[config.mk]
export PLATFORM = sky130hd
export DESIGN_NAME = div_iter
export DESIGN_NICKNAME = d
export VERILOG_FILES = /design/src/rtl/div_iter_pkg.sv /design/src/rtl/div_iter.sv
export SDC_FILE = /design/constraint.sdc
export NUM_CORES = 1
export LEC_CHECK = 0
export BUFFER_PORTS_ARGS = -buffer_cell sky130_fd_sc_hd__buf_2
export CELL_PAD_IN_SITES_DETAIL_PLACEMENT = 1
export CELL_PAD_IN_SITES_GLOBAL_PLACEMENT = 1
export CORE_MARGIN = 5
export CORE_UTILIZATION = 30
export DETAILED_ROUTE_END_ITERATION = 8
export PLACE_DENSITY = 0.69
export SLEW_MARGIN = 20
export SYNTH_ARGS = -nofsm -noshare
export SYNTH_HDL_FRONTEND = slang
export SYNTH_SLANG_ARGS = --single-unit
[constraint.sdc]
create_clock -name clk -period 14.4 [get_ports clk]
set_input_delay 4.32 -clock clk [delete_from_list [all_inputs] [get_ports clk]]
set_output_delay 4.32 -clock clk [all_outputs]
set_load 0.02 [all_outputs]
[src/rtl/div_iter_pkg.sv]
`default_nettype none
// ============================================================================
// Module      : div_iter_pkg
// Description : Shared definitions for the iterative divider: FSM state
//               encodings, result-bus width, step-count constants and an
//               absolute-value helper used when latching signed operands.
// Revision    : 1.0 - initial release
// ============================================================================
package div_iter_pkg;

   // Operand width handled by the iteration datapath
   localparam int DIV_WIDTH     = 32;
   // {remainder, quotient} as packed onto the hi/lo write bus
   localparam int DIV_RESULT_WD = 64;
   // Counter value during the 32nd (final) shift-subtract step
   localparam logic [5:0] DIV_LAST_STEP = 6'd31;

   typedef enum logic [1:0] {
      ST_IDLE   = 2'd0,
      ST_BYZERO = 2'd1,
      ST_ON     = 2'd2,
      ST_END    = 2'd3
   } div_state_e;

   // Magnitude of a value; only treated as two's complement when signed.
   // 0x80000000 maps to itself, which is the correct unsigned magnitude.
   function automatic logic [DIV_WIDTH-1:0] div_abs(
      input logic [DIV_WIDTH-1:0] value,
      input logic                 is_signed
   );
      if (is_signed && value[DIV_WIDTH-1]) begin
         return (~value) + {{(DIV_WIDTH-1){1'b0}}, 1'b1};
      end
      return value;
   endfunction

endpackage : div_iter_pkg
`default_nettype wire

[src/rtl/div_iter.sv]
`default_nettype none
// ============================================================================
// Module      : div_iter
// Description : Multi-cycle restoring divider for the EX stage. Performs
//               signed (div) or unsigned (divu) 32-bit division, one
//               shift-subtract step per clock, and presents
//               {remainder, quotient} until the requester drops start_i.
// Ports       : clk, rst        - clock, synchronous active-high reset
//               start_i         - division request, held until ready_o
//               annul_i         - flush the in-flight division
//               signed_div_i    - 1 = signed, 0 = unsigned
//               opdata1_i       - dividend
//               opdata2_i       - divisor
//               result_o        - {remainder[63:32], quotient[31:0]}
//               ready_o         - result_o valid
//               stallreq_o      - pipeline stall request
// Revision    : 1.0 - initial release
// ============================================================================
module div_iter
   import div_iter_pkg::*;
#(
   parameter int WIDTH = 32
)
(
   input  logic                     clk,
   input  logic                     rst,
   input  logic                     start_i,
   input  logic                     annul_i,
   input  logic                     signed_div_i,
   input  logic [WIDTH-1:0]         opdata1_i,
   input  logic [WIDTH-1:0]         opdata2_i,
   output logic [DIV_RESULT_WD-1:0] result_o,
   output logic                     ready_o,
   output logic                     stallreq_o
);

   div_state_e               state_q, state_d;
   logic [5:0]               cnt_q;
   logic [WIDTH-1:0]         rem_q;      // partial remainder
   logic [WIDTH-1:0]         quo_q;      // dividend bits shifting out, quotient bits shifting in
   logic [WIDTH-1:0]         dvsr_q;     // divisor magnitude
   logic                     quo_neg_q;  // operand signs differ on a signed divide
   logic                     rem_neg_q;  // negative dividend on a signed divide
   logic [DIV_RESULT_WD-1:0] result_q;

   logic                     w_accept;
   logic [WIDTH:0]           w_partial;
   logic                     w_ge;
   logic [WIDTH-1:0]         w_diff;
   logic [WIDTH-1:0]         w_rem_next;
   logic [WIDTH-1:0]         w_quo_next;
   logic [WIDTH-1:0]         w_quo_fix;
   logic [WIDTH-1:0]         w_rem_fix;

   assign w_accept = (state_q == ST_IDLE) && start_i && !annul_i;

   // ---------------------------------------------------------------------
   // One restoring step: bring down the next dividend bit and subtract the
   // divisor if it fits. The subtraction only needs WIDTH bits because the
   // result is kept only when it is smaller than the divisor.
   // ---------------------------------------------------------------------
   assign w_partial  = {rem_q, quo_q[WIDTH-1]};
   assign w_ge       = (w_partial >= {1'b0, dvsr_q});
   assign w_diff     = w_partial[WIDTH-1:0] - dvsr_q;
   assign w_rem_next = w_ge ? w_diff : w_partial[WIDTH-1:0];
   assign w_quo_next = {quo_q[WIDTH-2:0], w_ge};

   // Sign fix-up applied to the outcome of the final step
   assign w_quo_fix  = quo_neg_q ? (~w_quo_next + {{(WIDTH-1){1'b0}}, 1'b1}) : w_quo_next;
   assign w_rem_fix  = rem_neg_q ? (~w_rem_next + {{(WIDTH-1){1'b0}}, 1'b1}) : w_rem_next;

   // ---------------------------------------------------------------------
   // FSM: state register
   // ---------------------------------------------------------------------
   always_ff @(posedge clk) begin
      if (rst) begin
         state_q <= ST_IDLE;
      end else begin
         state_q <= state_d;
      end
   end

   // ---------------------------------------------------------------------
   // FSM: next-state logic
   // ---------------------------------------------------------------------
   always_comb begin
      state_d = state_q;
      case (state_q)
         ST_IDLE: begin
            if (w_accept) begin
               state_d = (opdata2_i == '0) ? ST_BYZERO : ST_ON;
            end
         end
         ST_BYZERO: begin
            state_d = annul_i ? ST_IDLE : ST_END;
         end
         ST_ON: begin
            if (annul_i) begin
               state_d = ST_IDLE;
            end else if (cnt_q == DIV_LAST_STEP) begin
               state_d = ST_END;
            end
         end
         ST_END: begin
            // Flush is ignored here; only the requester releasing start_i
            // frees the unit, so a held start_i cannot launch a new divide.
            if (!start_i) begin
               state_d = ST_IDLE;
            end
         end
         default: state_d = ST_IDLE;
      endcase
   end

   // ---------------------------------------------------------------------
   // FSM: outputs
   // ---------------------------------------------------------------------
   always_comb begin
      ready_o    = 1'b0;
      stallreq_o = 1'b0;
      result_o   = '0;
      case (state_q)
         ST_IDLE:   stallreq_o = start_i && !annul_i;
         ST_BYZERO: stallreq_o = 1'b1;
         ST_ON:     stallreq_o = 1'b1;
         ST_END: begin
            ready_o  = 1'b1;
            result_o = result_q;
         end
         default: ;
      endcase
   end

   // ---------------------------------------------------------------------
   // Datapath registers
   // ---------------------------------------------------------------------
   always_ff @(posedge clk) begin
      if (rst) begin
         cnt_q     <= 6'd0;
         rem_q     <= '0;
         quo_q     <= '0;
         dvsr_q    <= '0;
         quo_neg_q <= 1'b0;
         rem_neg_q <= 1'b0;
         result_q  <= '0;
      end else begin
         case (state_q)
            ST_IDLE: begin
               cnt_q    <= 6'd0;
               result_q <= '0;
               if (w_accept) begin
                  rem_q     <= '0;
                  quo_q     <= div_abs(opdata1_i, signed_div_i);
                  dvsr_q    <= div_abs(opdata2_i, signed_div_i);
                  quo_neg_q <= signed_div_i && (opdata1_i[WIDTH-1] ^ opdata2_i[WIDTH-1]);
                  rem_neg_q <= signed_div_i && opdata1_i[WIDTH-1];
               end
            end
            ST_BYZERO: begin
               cnt_q    <= 6'd0;
               result_q <= '0;
            end
            ST_ON: begin
               if (annul_i) begin
                  cnt_q <= 6'd0;
               end else begin
                  rem_q <= w_rem_next;
                  quo_q <= w_quo_next;
                  if (cnt_q == DIV_LAST_STEP) begin
                     cnt_q    <= 6'd0;
                     result_q <= {w_rem_fix, w_quo_fix};
                  end else begin
                     cnt_q <= cnt_q + 6'd1;
                  end
               end
            end
            ST_END: begin
               if (!start_i) begin
                  result_q <= '0;
               end
            end
            default: cnt_q <= 6'd0;
         endcase
      end
   end

endmodule : div_iter
`default_nettype wire

Word-level counts from Yosys, hierarchy flattened
Index checks and enable logic that the tools add are counted.
{"block": "totals", "ff_bits": 170, "rom_bits": 0, "output_inout_bits": 66, "n_memories": 0, "mem_bits_rw": 0, "latch_bits": 0, "input_bits": 69}
{"block": "op_classes", "reduce_logical": 17, "n_div": 0, "muxes": 38, "n_shift": 0, "magnitude_cmp": 1, "bitwise": 5, "n_mul": 0, "add_sub_neg": 6, "n_eq_ne": 9}
{"operator": "32-bit two-way mux", "n": 11}
{"operator": "64-bit two-way mux", "n": 4}
{"operator": "64-bit case mux with 3 select lines", "n": 1}
{"operator": "32-bit by 1-bit adder with 32-bit output (second input constant)", "n": 4}
{"operator": "32-bit inverter", "n": 4}
{"operator": "32-bit case mux with 2 select lines", "n": 2}
{"operator": "33-bit by 32-bit greater-or-equal comparator with 1-bit output", "n": 1}
{"operator": "32-bit zero test", "n": 1}
{"operator": "32-bit subtractor", "n": 1}
{"operator": "2-bit two-way mux", "n": 6}
{"operator": "6-bit two-way mux", "n": 2}
{"operator": "6-bit case mux with 2 select lines", "n": 1}
{"operator": "1-bit two-way mux", "n": 9}
{"operator": "3-bit AND reduction", "n": 3}
{"operator": "2-bit inequality test (second input constant)", "n": 4}
{"operator": "2-bit case mux with 4 select lines", "n": 1}
{"operator": "6-bit by 1-bit adder with 6-bit output (second input constant)", "n": 1}
{"operator": "6-bit by 5-bit == test with 1-bit output (second input constant)", "n": 1}
{"operator": "1-bit logical AND", "n": 6}
{"operator": "2-bit == test (second input constant)", "n": 2}
{"operator": "2-bit nonzero test", "n": 2}
{"operator": "2-bit OR reduction", "n": 2}
{"operator": "3-bit inequality test (second input constant)", "n": 1}
{"operator": "2-bit by 1-bit == test with 1-bit output (second input constant)", "n": 1}
{"operator": "5 further kinds", "n": 5}

Depth between registers and ports, before layout
Gate-level depths: netlist (run 1).
{"block": "depth", "depth_word": 9, "mapped_depth": 25, "ltp_nobuf": 21}

Worst setup path after synthesis (run 1)
Ideal clock, no wire load.
{"block": "synth_path", "path_type": "input to output", "start": "in start_i", "end": "out stallreq_o", "t_required_ns": 10.080, "cell_stages": 6, "path_slack_ns": 4.542, "arrival_ns": 5.538, "cell_sequence": "nor2b_1 -> and2_1 -> clkbuf_1 -> clkbuf_1 -> nor2_1 -> nor2_1"}
{"block": "synth_between", "elab_chain_len": 2}
{"item": "start: declaration", "line_no": "div_iter.sv:27", "text": "input logic start_i,"}
{"item": "1-bit logical AND", "line_no": "div_iter.sv:123", "text": "ST_IDLE: stallreq_o = start_i && !annul_i;"}
{"item": "1-bit case mux with 2 select lines", "line_no": "div_iter.sv:122", "text": "case (state_q)"}
{"item": "end: declaration", "line_no": "div_iter.sv:34", "text": "output logic stallreq_o"}
No other way between the ends.

Worst setup path in the final report (run 1)
{"block": "layout_path", "start": "in annul_i", "end": "out stallreq_o"}
{"block": "layout_between", "elab_chain_len": 3}
{"item": "start: declaration", "line_no": "div_iter.sv:28", "text": "input logic annul_i,"}
{"item": "1-bit zero test", "line_no": "div_iter.sv:123"}
{"item": "1-bit logical AND", "line_no": "div_iter.sv:123"}
{"item": "1-bit case mux with 2 select lines", "line_no": "div_iter.sv:122"}
No other way between the ends.

==> key figures, run 1 <==
Outcome
  – Status: complete, no violations

Layout
  – Layout cell share with drive strength beyond 1: 12.5%
  – FF+latch area: 0.00340 mm^2
  – Area grow syn2layout: 13.4%
  – Ant diodes: 0
  – Filler Cell Count: 4997
  – Fin area: 0.0137 mm^2
  – Multi-input gate area: 0.00809 mm^2
  – Nets: 1826

Global routing
  – Total GRT Usage: 19.0%
  – Vias in the first global route: 12.0k
  – Largest net degree at the start of global routing: 74
  – Initial antenna violation count: 0
  – Overflow left after global routing: 0
  – First-pass GRT wire length: 68.4 mm

Critical path
  – Largest fanout on the critical path: 65
  – Startpoint Class: input pin
  – Crit Path Category: in -> out
  – Worst endpoint required time: 10.08 ns
  – Reg2Reg Capture Point: result_q[62]$_SDFFE_PP0P_
  – Data arrival, critical path: 5.69 ns
  – Worst r2r src: dvsr_q[27]$_SDFFE_PP0P_
  – Worst Setup End Kind: output pin
  – Worst Setup SP: annul_i
  – Worst reg2reg path depth: 20
  – Flop-to-flop setup slack: 7.79 ns
  – CP Capture Point: stallreq_o

Power and ir drop
  – Combinational power share: 51.6%
  – Clock power frac: 21.7%
  – Worst vdd ir: 91.3 uV
  – Design Power: 0.00214 W
  – P_leak: 5.42 nW
  – Power density cells: 156 mW/mm^2
  – Net Sw Power: 0.00102 W
  – Sw Ratio: 47.6%
  – Reg power frac: 26.8%
  – Pint: 0.00112 W

CTS
  – Sink Count: 170
  – Clock Latency Late Sink: 0.45 ns
  – CTS Root Cell: clkbuf_16
  – Hold-fix buffers, CTS: 0
  – Clock Pin Slew Worst Setup and Hold Paths: 0.07 ns
  – Max Buffers Root-to-Sink: 2
  – Cts repair resizes: 0
  – H-tree depth: 4
  – CTS Buf Count: 17
  – Setup Buffers After CTS: 0
  – CTS tree: yes

Synthesis
  – Mapped cell area: 0.0121 mm^2
  – #FFs+latches synth: 170
  – Post-synth EDFFs: 0
  – Yosys Warn Count: 0
  – Post-synth cell types: 78
  – Synthesized area per cell: 7.32 um^2
  – Synth Instances: 1651
  – Ys flop type: dfxtp_1
  – Post-synthesis net count: 1762
  – FFs w/ async S/R, synth: 0%
  – Seq/Total Area, Yosys: 28.2%

Detailed routing
  – DRC errors left: 0
  – Via/cell ratio: 5.35
  – First-pass iteration count of the detailed router: 5
  – Routed WL: 43.5 mm
  – Via count: 12.1k
  – Initial DRC count: 765
  – Antenna-violating nets left: 0
  – Wire per inst: 19.3 um

Floorplanning
  – # rows: 73
  – Die H: 211 um
  – Initial Util: 30.4%
  – Die Width: 211 um
  – I/O pin cnt: 135
  – Area of the die: 0.0444 mm^2
  – Core area: 0.0398 mm^2

STA
  – Clock Skew: 0.0134 ns
  – Fin crit share: 69.5%
  – Setup TNS: 0 ns
  – Hold slack: 0.446 ns
  – Slew headroom: 19.3%
  – Max-slew violations: 0
  – Final worst path period need: 10.01 ns
  – RSZ-0062 raised after global routing: false
  – Final hold vios: 0
  – Slew @ Worst Pin: 1.21 ns
  – Fmax: 99.9 MHz
  – Setup Viol. Count Final: 0
  – Setup WS post-layout: 4.39 ns

Placement
  – PortBufs: 134
  – Post-DP HPWL: 33.5 mm
  – Global placement routability congestion: 0.881
  – DP Worst Slack: 4.05 ns
  – Placed cell area: 0.0131 mm^2

Job
  – Max cap viols: 0

Hold path
  – Hold crit path type: reg -> reg
final cells by class:
type / instances / area share [%]
clock buffers: 17 / 3.10
clock inverters: 13 / 1.05
well taps: 525 / 4.79
flip-flops and latches: 170 / 24.8
inverters: 58 / 1.59
multi-input cells: 1321 / 59.0
repair buffers: 147 / 5.62
placed cells by master, fill, tap and decap left out, drive strengths merged, types with 8 or more instances in the layout:
cell,synthesis,routed
nor2b,8,8
a211oi,41,41
a21o,12,12
nor2,186,186
a21oi,125,125
or3,15,15
mux2i,13,13
o41ai,19,19
ha,41,41
nand3,39,39
and2,68,68
nand2,240,240
xnor2,68,68
and3,9,9
or4,19,19
nand4,12,12
o211ai,11,11
clkbuf,84,17
xor2,63,63
inv,58,62
buf,18,147
nor3,21,21
a31oi,11,11
o31ai,27,27
dfxtp,170,170
nor4,22,22
o21ai,105,105
a22oi,47,47
or2,9,9
flip-flops by register name, summed over array words and instances (netlist names):
| signal | flops |
|---|---|
| quo_neg_q | 1 |
| cnt_q | 6 |
| rem_neg_q | 1 |
| state_q | 2 |
| result_q | 64 |
| quo_q | 32 |
| rem_q | 32 |
| dvsr_q | 32 |
critical path: stages:
cell	delay (ns)
buf_2	0.13
nor2b_1	0.24
and2_4	0.61
nor2_1	0.10
nor2_1	0.12
buf_2	0.18
per-stage QoR:
step / util (%) / cells
2_1_floorplan: - / 1651
3_3_place_gp: 33.0 / 2221
3_5_place_dp: 33.0 / 2221
4_1_cts: 34.4 / 2251
5_1_grt: 34.4 / 2251
6_report: 34.4 / 2251
metal layers:
layer,track usage [%],share of wire [%]
met1,28.0,50
met2,30.3,45
met3,2.11,3.2
met4,3.98,1.2
met5,0,0
power groups by stage:
stage	Clock [W]	Sequential, W	Combinational, W
floorplan	0	0.000561	0.000794
global placement	0	0.000579	0.00107
detailed placement	0	0.000582	0.00109
CTS	0.000476	0.000571	0.00110
global route	0.000496	0.000580	0.00121
finish	0.000464	0.000573	0.00110
logic make-up (layout without fill, tap and decap cells):
group                    Yosys count  count (layout)  share of synthesized area, %
buffers and inverters            160             235                          5.13
XOR/XNOR                         131             131                          9.55
multiplexers                      18              18                          1.54
adder cells (fa/ha/maj)           42              42                          4.41
AO/OA/AOI/OAI                    457             457                          24.8
AND/OR/NAND/NOR                  673             673                          26.4
flip-flops                       170             170                          28.2
synthesized netlist by cell type, drive strengths merged (13+ instances only):
master	instances	share of area [%]
nand2	240	7.5
and2	68	3.5
ha	41	4.2
nor2	186	5.8
nor4	22	1.3
xnor2	68	5.0
o31ai	27	1.7
a21oi	125	5.2
o41ai	19	1.6
or4	19	1.2
o21ai	105	4.3
or3	15	0.78
mux2i	13	1.1
nor3	21	0.87
nand3	39	1.7
inv	58	1.8
a211oi	41	2.6
a22oi	47	2.9
dfxtp	170	28
xor2	63	4.6
buf	18	0.72
clkbuf	84	2.6
how the worst min path moves through the flow:
stage,startpoint,end,slack [ns],cells past startpoint
floorplan,result_q[52]$_SDFFE_PP0P_,result_q[52]$_SDFFE_PP0P_,0.42,2
global placement,result_q[51]$_SDFFE_PP0P_,result_q[51]$_SDFFE_PP0P_,0.43,2
detailed placement,result_q[57]$_SDFFE_PP0P_,result_q[57]$_SDFFE_PP0P_,0.43,2
CTS,result_q[57]$_SDFFE_PP0P_,result_q[57]$_SDFFE_PP0P_,0.45,2
global route,result_q[62]$_SDFFE_PP0P_,result_q[62]$_SDFFE_PP0P_,0.47,2
finish,result_q[57]$_SDFFE_PP0P_,result_q[57]$_SDFFE_PP0P_,0.45,2
Note: power is estimated with default switching activity, not from simulation.
==> run 2, diff against run 1 <==
- clock period: 14.4 -> 10 ns (I/O delays scaled with it)
==> key figures, run 2 (synthesis results as in run 1) <==
Critical path
  – Startpoint Class: input pin
  – Largest fanout on the critical path: 65 (unchanged)
  – Worst r2r src: rem_q[19]$_SDFFE_PP0P_
  – Crit Path Category: in -> out
  – Crit path buffers/inverters: 3 (+1)
  – Worst Setup SP: annul_i
  – Top delay family on crit path: buffers and inverters
  – Data arrival, critical path: 4.37 ns (-1.32 ns)
  – Slowest CP cell: buf_4
  – Worst Setup End Kind: output pin
  – Worst endpoint required time: 7.00 ns (-3.08 ns)
  – CP max stage delay: 0.50 ns (-0.11 ns)
  – CP Cell Sequence: buf_2, nor2b_1, and2_2, buf_4, nor2_1, nor2_1, buf_2

Placement
  – Post-DP HPWL: 33.6 mm (+0.19%)
  – Global placement routability congestion: 0.926 (+5.1%)
  – PortBufs: 134 (unchanged)
  – DP Worst Slack: 2.62 ns (-1.43 ns)

Power and ir drop
  – Power density cells: 227 mW/mm^2 (+45%)
  – Design Power: 0.00312 W (+46%)
  – Worst vdd ir: 165 uV (+80%)
  – P_leak: 5.46 nW (+0.64%)

Detailed routing
  – First-pass iteration count of the detailed router: 5 (unchanged)
  – Via count: 12.0k (-0.083%)
  – Initial DRC count: 668 (-13%)
  – Wire per inst: 19.3 um (-0.30%)
  – Routed WL: 43.4 mm (-0.21%)
  – Antenna-violating nets left: 0 (unchanged)
  – DRC errors left: 0 (unchanged)
  – Via/cell ratio: 5.34 (-0.17%)

Layout
  – Max FFs per register: 64 (unchanged)
  – Layout cell share with drive strength beyond 1: 12.5% (+0.043 points)
  – Most common cell after layout, fill and taps aside: nand2_1
  – Area grow syn2layout: 13.8%
  – Nets: 1827 (+0.055%)
  – Commonest non-fill, non-tap cells in the layout: nand2_1, nor2_1, dfxtp_1, buf_2, a21oi_1
  – Ant diodes: 0 (unchanged)
  – Register with the most flip-flops: result_q
  – Filler Cell Count: 5012 (+0.30%)

CTS
  – Cts repair resizes: 0 (unchanged)
  – CTS Root Cell: clkbuf_16
  – Sink Count: 170 (unchanged)
  – Setup Buffers After CTS: 0 (unchanged)
  – Hold-fix buffers, CTS: 0 (unchanged)
  – CTS Buf Count: 17 (unchanged)
  – Max Buffers Root-to-Sink: 2 (unchanged)
  – H-tree depth: 4 (unchanged)
  – Clock Pin Slew Worst Setup and Hold Paths: 0.06 ns (about the same)
  – CTS tree: yes
  – Clock Latency Late Sink: 0.44 ns (about the same)

Hold path
  – Hold crit path type: reg -> reg
  – Hold path start: result_q[58]$_SDFFE_PP0P_

STA
  – Slew @ Worst Pin: 1.04 ns (-0.166 ns)
  – Final hold vios: 0 (unchanged)
  – Fin crit share: 73.7%
  – Fmax: 136 MHz
  – Setup Viol. Count Final: 0 (unchanged)
  – Clock Skew: 0.0107 ns (-0.00266 ns)
  – Final worst path period need: 7.37 ns
  – Setup WS post-layout: 2.63 ns (-1.76 ns)
  – Max-slew violations: 0 (unchanged)
  – Hold slack: 0.443 ns (-0.00217 ns)
  – Slew headroom: 30.4% (+11 points)
  – Setup TNS: 0 ns (unchanged)
  – RSZ-0062 raised after global routing: false

Floorplanning
  – Die H: 211 um (unchanged)
  – Core area: 0.0398 mm^2 (unchanged)
  – Area of the die: 0.0444 mm^2 (unchanged)
  – I/O pin cnt: 135 (unchanged)
  – Die Width: 211 um (unchanged)
  – Initial Util: 30.4% (unchanged)
  – # rows: 73 (unchanged)

Global routing
  – First-pass GRT wire length: 68.1 mm (-0.51%)
  – Initial antenna violation count: 0 (unchanged)
  – Vias in the first global route: 12.2k (+1.6%)
  – Overflow left after global routing: 0 (unchanged)
  – Total GRT Usage: 19.0% (-0.037 points)
  – Largest net degree at the start of global routing: 74 (unchanged)

Job
  – Max cap viols: 0 (unchanged)

Outcome
  – Status: complete, no violations
-- run 2: final timing paths --
kind | cells past startpoint | endpoint | slack [ns]
worst max-delay path | 7 | stallreq_o | 2.63
worst min-delay path | 2 | result_q[58]$_SDFFE_PP0P_ | 0.44
worst max register to register | 18 | result_q[30]$_SDFFE_PP0P_ | 3.85
worst min register to register | 2 | result_q[58]$_SDFFE_PP0P_ | 0.44
-- run 2: final cells by class --
type                       instances  area, um^2  share of cell area (%)
multi-input combinational       1321        8080                    58.8
sequential                       170        3400                    24.7
timing repair buffer             148         778                    5.66
tap                              525         657                    4.78
clock buffer                      18         429                    3.12
inverter                          58         218                    1.58
clock inverter                    13         183                    1.33
-- run 2: power by group --
part	switching (W)	internal, W
combinational	0.00109	0.000499
sequential	0.0000756	0.000748
clock	0.000306	0.000400
-- run 2: tightest hold or removal path, delay by kind of cell (launching register included) --
family,cells,cell delay [ns]
flops,1,0.32
compound gates,1,0.05
simple gates,1,0.04
-- run 2: metal layers --
metal | GRT usage [%] | share of wire [%] | up-vias
li1 | - | - | 5996
met1 | 27.0 | 50 | 5821
met2 | 30.4 | 45 | 184
met3 | 2.70 | 3.1 | 40
met4 | 4.92 | 1.7 | 0
met5 | 0 | 0 | -
-- run 2: through the flow --
stage / utilization [%] / instances / instance area, um^2
after floorplan: - / 1651 / 12100
after global placement: 33.0 / 2222 / 13100
after detailed placement: 33.0 / 2222 / 13100
after CTS: 34.5 / 2253 / 13700
after global routing: 34.5 / 2253 / 13800
final: 34.5 / 2253 / 13800
==> run 3, diff against run 2 <==
- ABC_AREA: not set -> 1
- PLACE_DENSITY: 0.69 -> 0.74
- clock period: 10 -> 6.6 ns (I/O delays scaled with it)
==> key figures, run 3 <==
Critical path
  – Startpoint Class: flip-flop
  – Crit Path Category: reg -> reg
  – Worst Setup End Kind: flip-flop
  – Worst endpoint required time: 6.99 ns (about the same)
  – Largest fanout on the critical path: 39 (-40%)
  – Data arrival, critical path: 5.49 ns (+1.12 ns)

STA
  – Final hold vios: 0 (unchanged)
  – RSZ-0062 raised after global routing: false
  – Final worst path period need: 5.10 ns
  – Fin crit share: 77.2%
  – Slew @ Worst Pin: 0.998 ns (-0.0455 ns)
  – Slew headroom: 33.5% (+3.0 points)
  – Clock Skew: 0.0166 ns (+0.00587 ns)
  – Fmax: 196 MHz
  – Setup Viol. Count Final: 0 (unchanged)
  – Max-slew violations: 0 (unchanged)
  – Setup TNS: 0 ns (unchanged)

Global routing
  – Overflow left after global routing: 0 (unchanged)
  – Initial antenna violation count: 1 (+1)
  – First-pass GRT wire length: 79.1 mm (+16%)
  – Largest net degree at the start of global routing: 91 (+23%)
  – Vias in the first global route: 14.6k (+20%)
  – Total GRT Usage: 20.6% (+1.6 points)

Placement
  – Inst Count DP: 2820 (+27%)
  – Post-DP HPWL: 39.2 mm (+17%)
  – PortBufs: 134 (unchanged)
  – Global placement routability congestion: 0.911 (-1.5%)

Layout
  – Final core occ: 34.4% (-0.16 points)
  – Filler Cell Count: 5743 (+15%)
  – Multi-input gate area: 0.00797 mm^2 (-1.4%)
  – Layout cell share with drive strength beyond 1: 11.6% (-0.90 points)
  – Nets: 2365 (+29%)
  – FF+latch area: 0.00340 mm^2 (unchanged)
  – Max FFs per register: 64 (unchanged)
  – Commonest non-fill, non-tap cells in the layout: nand2_1, inv_1, a21oi_1, dfxtp_1, nor2_1
  – Fin cells: 2853 (+27%)
  – Register with the most flip-flops: result_q
  – Most common cell after layout, fill and taps aside: nand2_1
  – Area grow syn2layout: 14.0%

CTS
  – H-tree depth: 4 (unchanged)
  – CTS Buf Count: 17 (unchanged)
  – Hold-fix buffers, CTS: 0 (unchanged)
  – Clock Latency Late Sink: 0.46 ns (+0.02 ns)
  – Setup Buffers After CTS: 0 (unchanged)
  – Clock Pin Slew Worst Setup and Hold Paths: 0.07 ns (about the same)
  – Cts repair resizes: 0 (unchanged)
  – CTS tree: yes
  – Sink Count: 170 (unchanged)
  – Max Buffers Root-to-Sink: 2 (unchanged)
  – CTS Root Cell: clkbuf_16

Synthesis
  – Post-synth EDFFs: 0 (unchanged)
  – Post-synth top cells: nand2_1, inv_1, a21oi_1
  – Synth top area share: 26.3% (-1.8 points)
  – Ys flop type: dfxtp_1
  – Synth Instances: 2171 (+31%)
  – Seq/Total Area, Yosys: 26.3% (-1.8 points)
  – Post-synth cell types: 51 (-35%)
  – Yosys Warn Count: 0 (unchanged)
  – FFs w/ async S/R, synth: 0% (unchanged)
  – Synthesized area per cell: 5.96 um^2 (-19%)
  – #FFs+latches synth: 170 (unchanged)
  – Mapped cell area: 0.0129 mm^2 (+7.0%)
  – Leading area contributor after synthesis: dfxtp_1
  – Post-synthesis net count: 2282 (+30%)
  – Top cells by area, synth: dfxtp_1, nand2_1, inv_1
  – Count leader, synth: nand2_1

Power and ir drop
  – P_leak: 7.53 nW (+38%)
  – Sw Ratio: 48.6% (+1.4 points)
  – Pint: 0.00254 W (+54%)
  – Power density cells: 336 mW/mm^2 (+48%)
  – Worst vdd ir: 414 uV (+150%)
  – Combinational power share: 51.7% (+0.7 points)
  – Clock power frac: 23.0% (+0.4 points)
  – Reg power frac: 25.3% (-1.1 points)
  – Net Sw Power: 0.00241 W (+63%)

Detailed routing
  – Initial DRC count: 745 (+12%)
  – DRC errors left: 0 (unchanged)
  – Antenna-violating nets left: 0 (unchanged)
  – First-pass iteration count of the detailed router: 5 (unchanged)
  – Wire per inst: 17.3 um (-10%)
  – Via count: 14.2k (+18%)
  – Via/cell ratio: 4.98 (-6.9%)
  – Routed WL: 49.4 mm (+14%)

Hold path
  – Hold crit path type: reg -> reg

Floorplanning
  – I/O pin cnt: 135 (unchanged)
  – # rows: 76 (+4.1%)
  – Initial Util: 30.2% (-0.20 points)
  – Area of the die: 0.0474 mm^2 (+6.7%)
  – Die Width: 218 um (+3.3%)
  – Die H: 218 um (+3.3%)
  – Core area: 0.0429 mm^2 (+7.7%)

Job
  – Max cap viols: 0 (unchanged)

Outcome
  – Status: complete, no violations
[run 3: changes by cell type in the layout (fill, tap and decap cells not counted), sizes merged, moves of 17 or more]
cell	delta
o31ai	-22
a21oi	+96
inv	+259
a211oi	-40
o41ai	-19
nand4	+17
nand2	+476
or4	-19
a22oi	-47
nand3	+90
xnor2	-43
and2	-67
[run 3: area by class of cell]
type | instances | area share (%)
antenna | 1 | 0.0170
sequential | 170 | 23.1
tap | 585 | 4.97
multi-input combinational | 1596 | 54.1
timing repair buffer | 148 | 5.28
clock inverter | 12 | 1.26
inverter | 321 | 8.19
clock buffer | 20 | 3.10
[run 3: critical path: stages, from the launching register on]
cell and delay (ns):
dfxtp_1 0.34, inv_1 0.09, ha_1 0.37, nand2_1 0.15, nor2_1 0.07, inv_1 0.07, nor2_1 0.05, nand3_1 0.11
nand2_2 0.08, nor2_4 0.57, nand2_4 0.45, inv_4 0.28, ha_1 0.18, inv_1 0.05, nor3_1 0.20, nand3_1 0.15
nor3_2 0.26, nand4_1 0.18, nor3_2 0.21, nand3_1 0.17, o21ai_2 0.17, o21ai_0 0.21, a21oi_1 0.25, nor2_1 0.07
nor2_1 0.09, nand2_1 0.06, a21oi_1 0.11
[run 3: kinds of logic (layout without fill, tap and decap cells)]
logic type	count (synthesis)	after routing	share of synthesized area, %
adders and majority gates	42	42	4.12
AOI/OAI and AO/OA	373	373	15.8
and+or+nand+nor	1107	1107	36.6
DFF	170	170	26.3
xor gates and xnor gates	74	74	5.01
buffers and inverters	405	501	12.2
other	0	1	0
[run 3: layer usage]
layer | wire length, um | vias up | GRT usage [%]
met5 | 0 | - | 0
met1 | 23600 | 6878 | 27.9
li1 | - | 7061 | -
met4 | 1020 | 0 | 5.90
met3 | 1390 | 45 | 2.08
met2 | 23400 | 213 | 35.0
[run 3: worst paths after layout]
check,startpoint,to,slack (ns),cells past startpoint
max,dvsr_q[27]$_SDFFE_PP0P_,result_q[30]$_SDFFE_PP0P_,1.50,26
min,result_q[17]$_SDFFE_PP0P_,result_q[17]$_SDFFE_PP0P_,0.47,2
max reg2reg,dvsr_q[27]$_SDFFE_PP0P_,result_q[30]$_SDFFE_PP0P_,1.50,26
min reg2reg,result_q[17]$_SDFFE_PP0P_,result_q[17]$_SDFFE_PP0P_,0.47,2
[run 3: metrics by stage]
stage          worst slack, ns  power, W  instance area (um^2)  hold WS, ns
3_5_place_dp              1.53   0.00380                 14100        0.459
6_report                  1.50   0.00495                 14700        0.467
2_1_floorplan             1.75   0.00306                 12900        0.445
4_1_cts                   1.53   0.00495                 14700        0.470
3_3_place_gp              1.64   0.00374                 14100        0.454
5_1_grt                  0.972   0.00532                 14700        0.485
[run 3: power by group through the flow]
| stage | Clock [W] | Combinational [W] | Sequential, W |
|---|---|---|---|
| finish | 0.00114 | 0.00256 | 0.00125 |
| global route | 0.00120 | 0.00285 | 0.00127 |
| CTS | 0.00116 | 0.00254 | 0.00125 |
| detailed placement | 0 | 0.00253 | 0.00127 |
| global placement | 0 | 0.00247 | 0.00127 |
| floorplan | 0 | 0.00183 | 0.00124 |
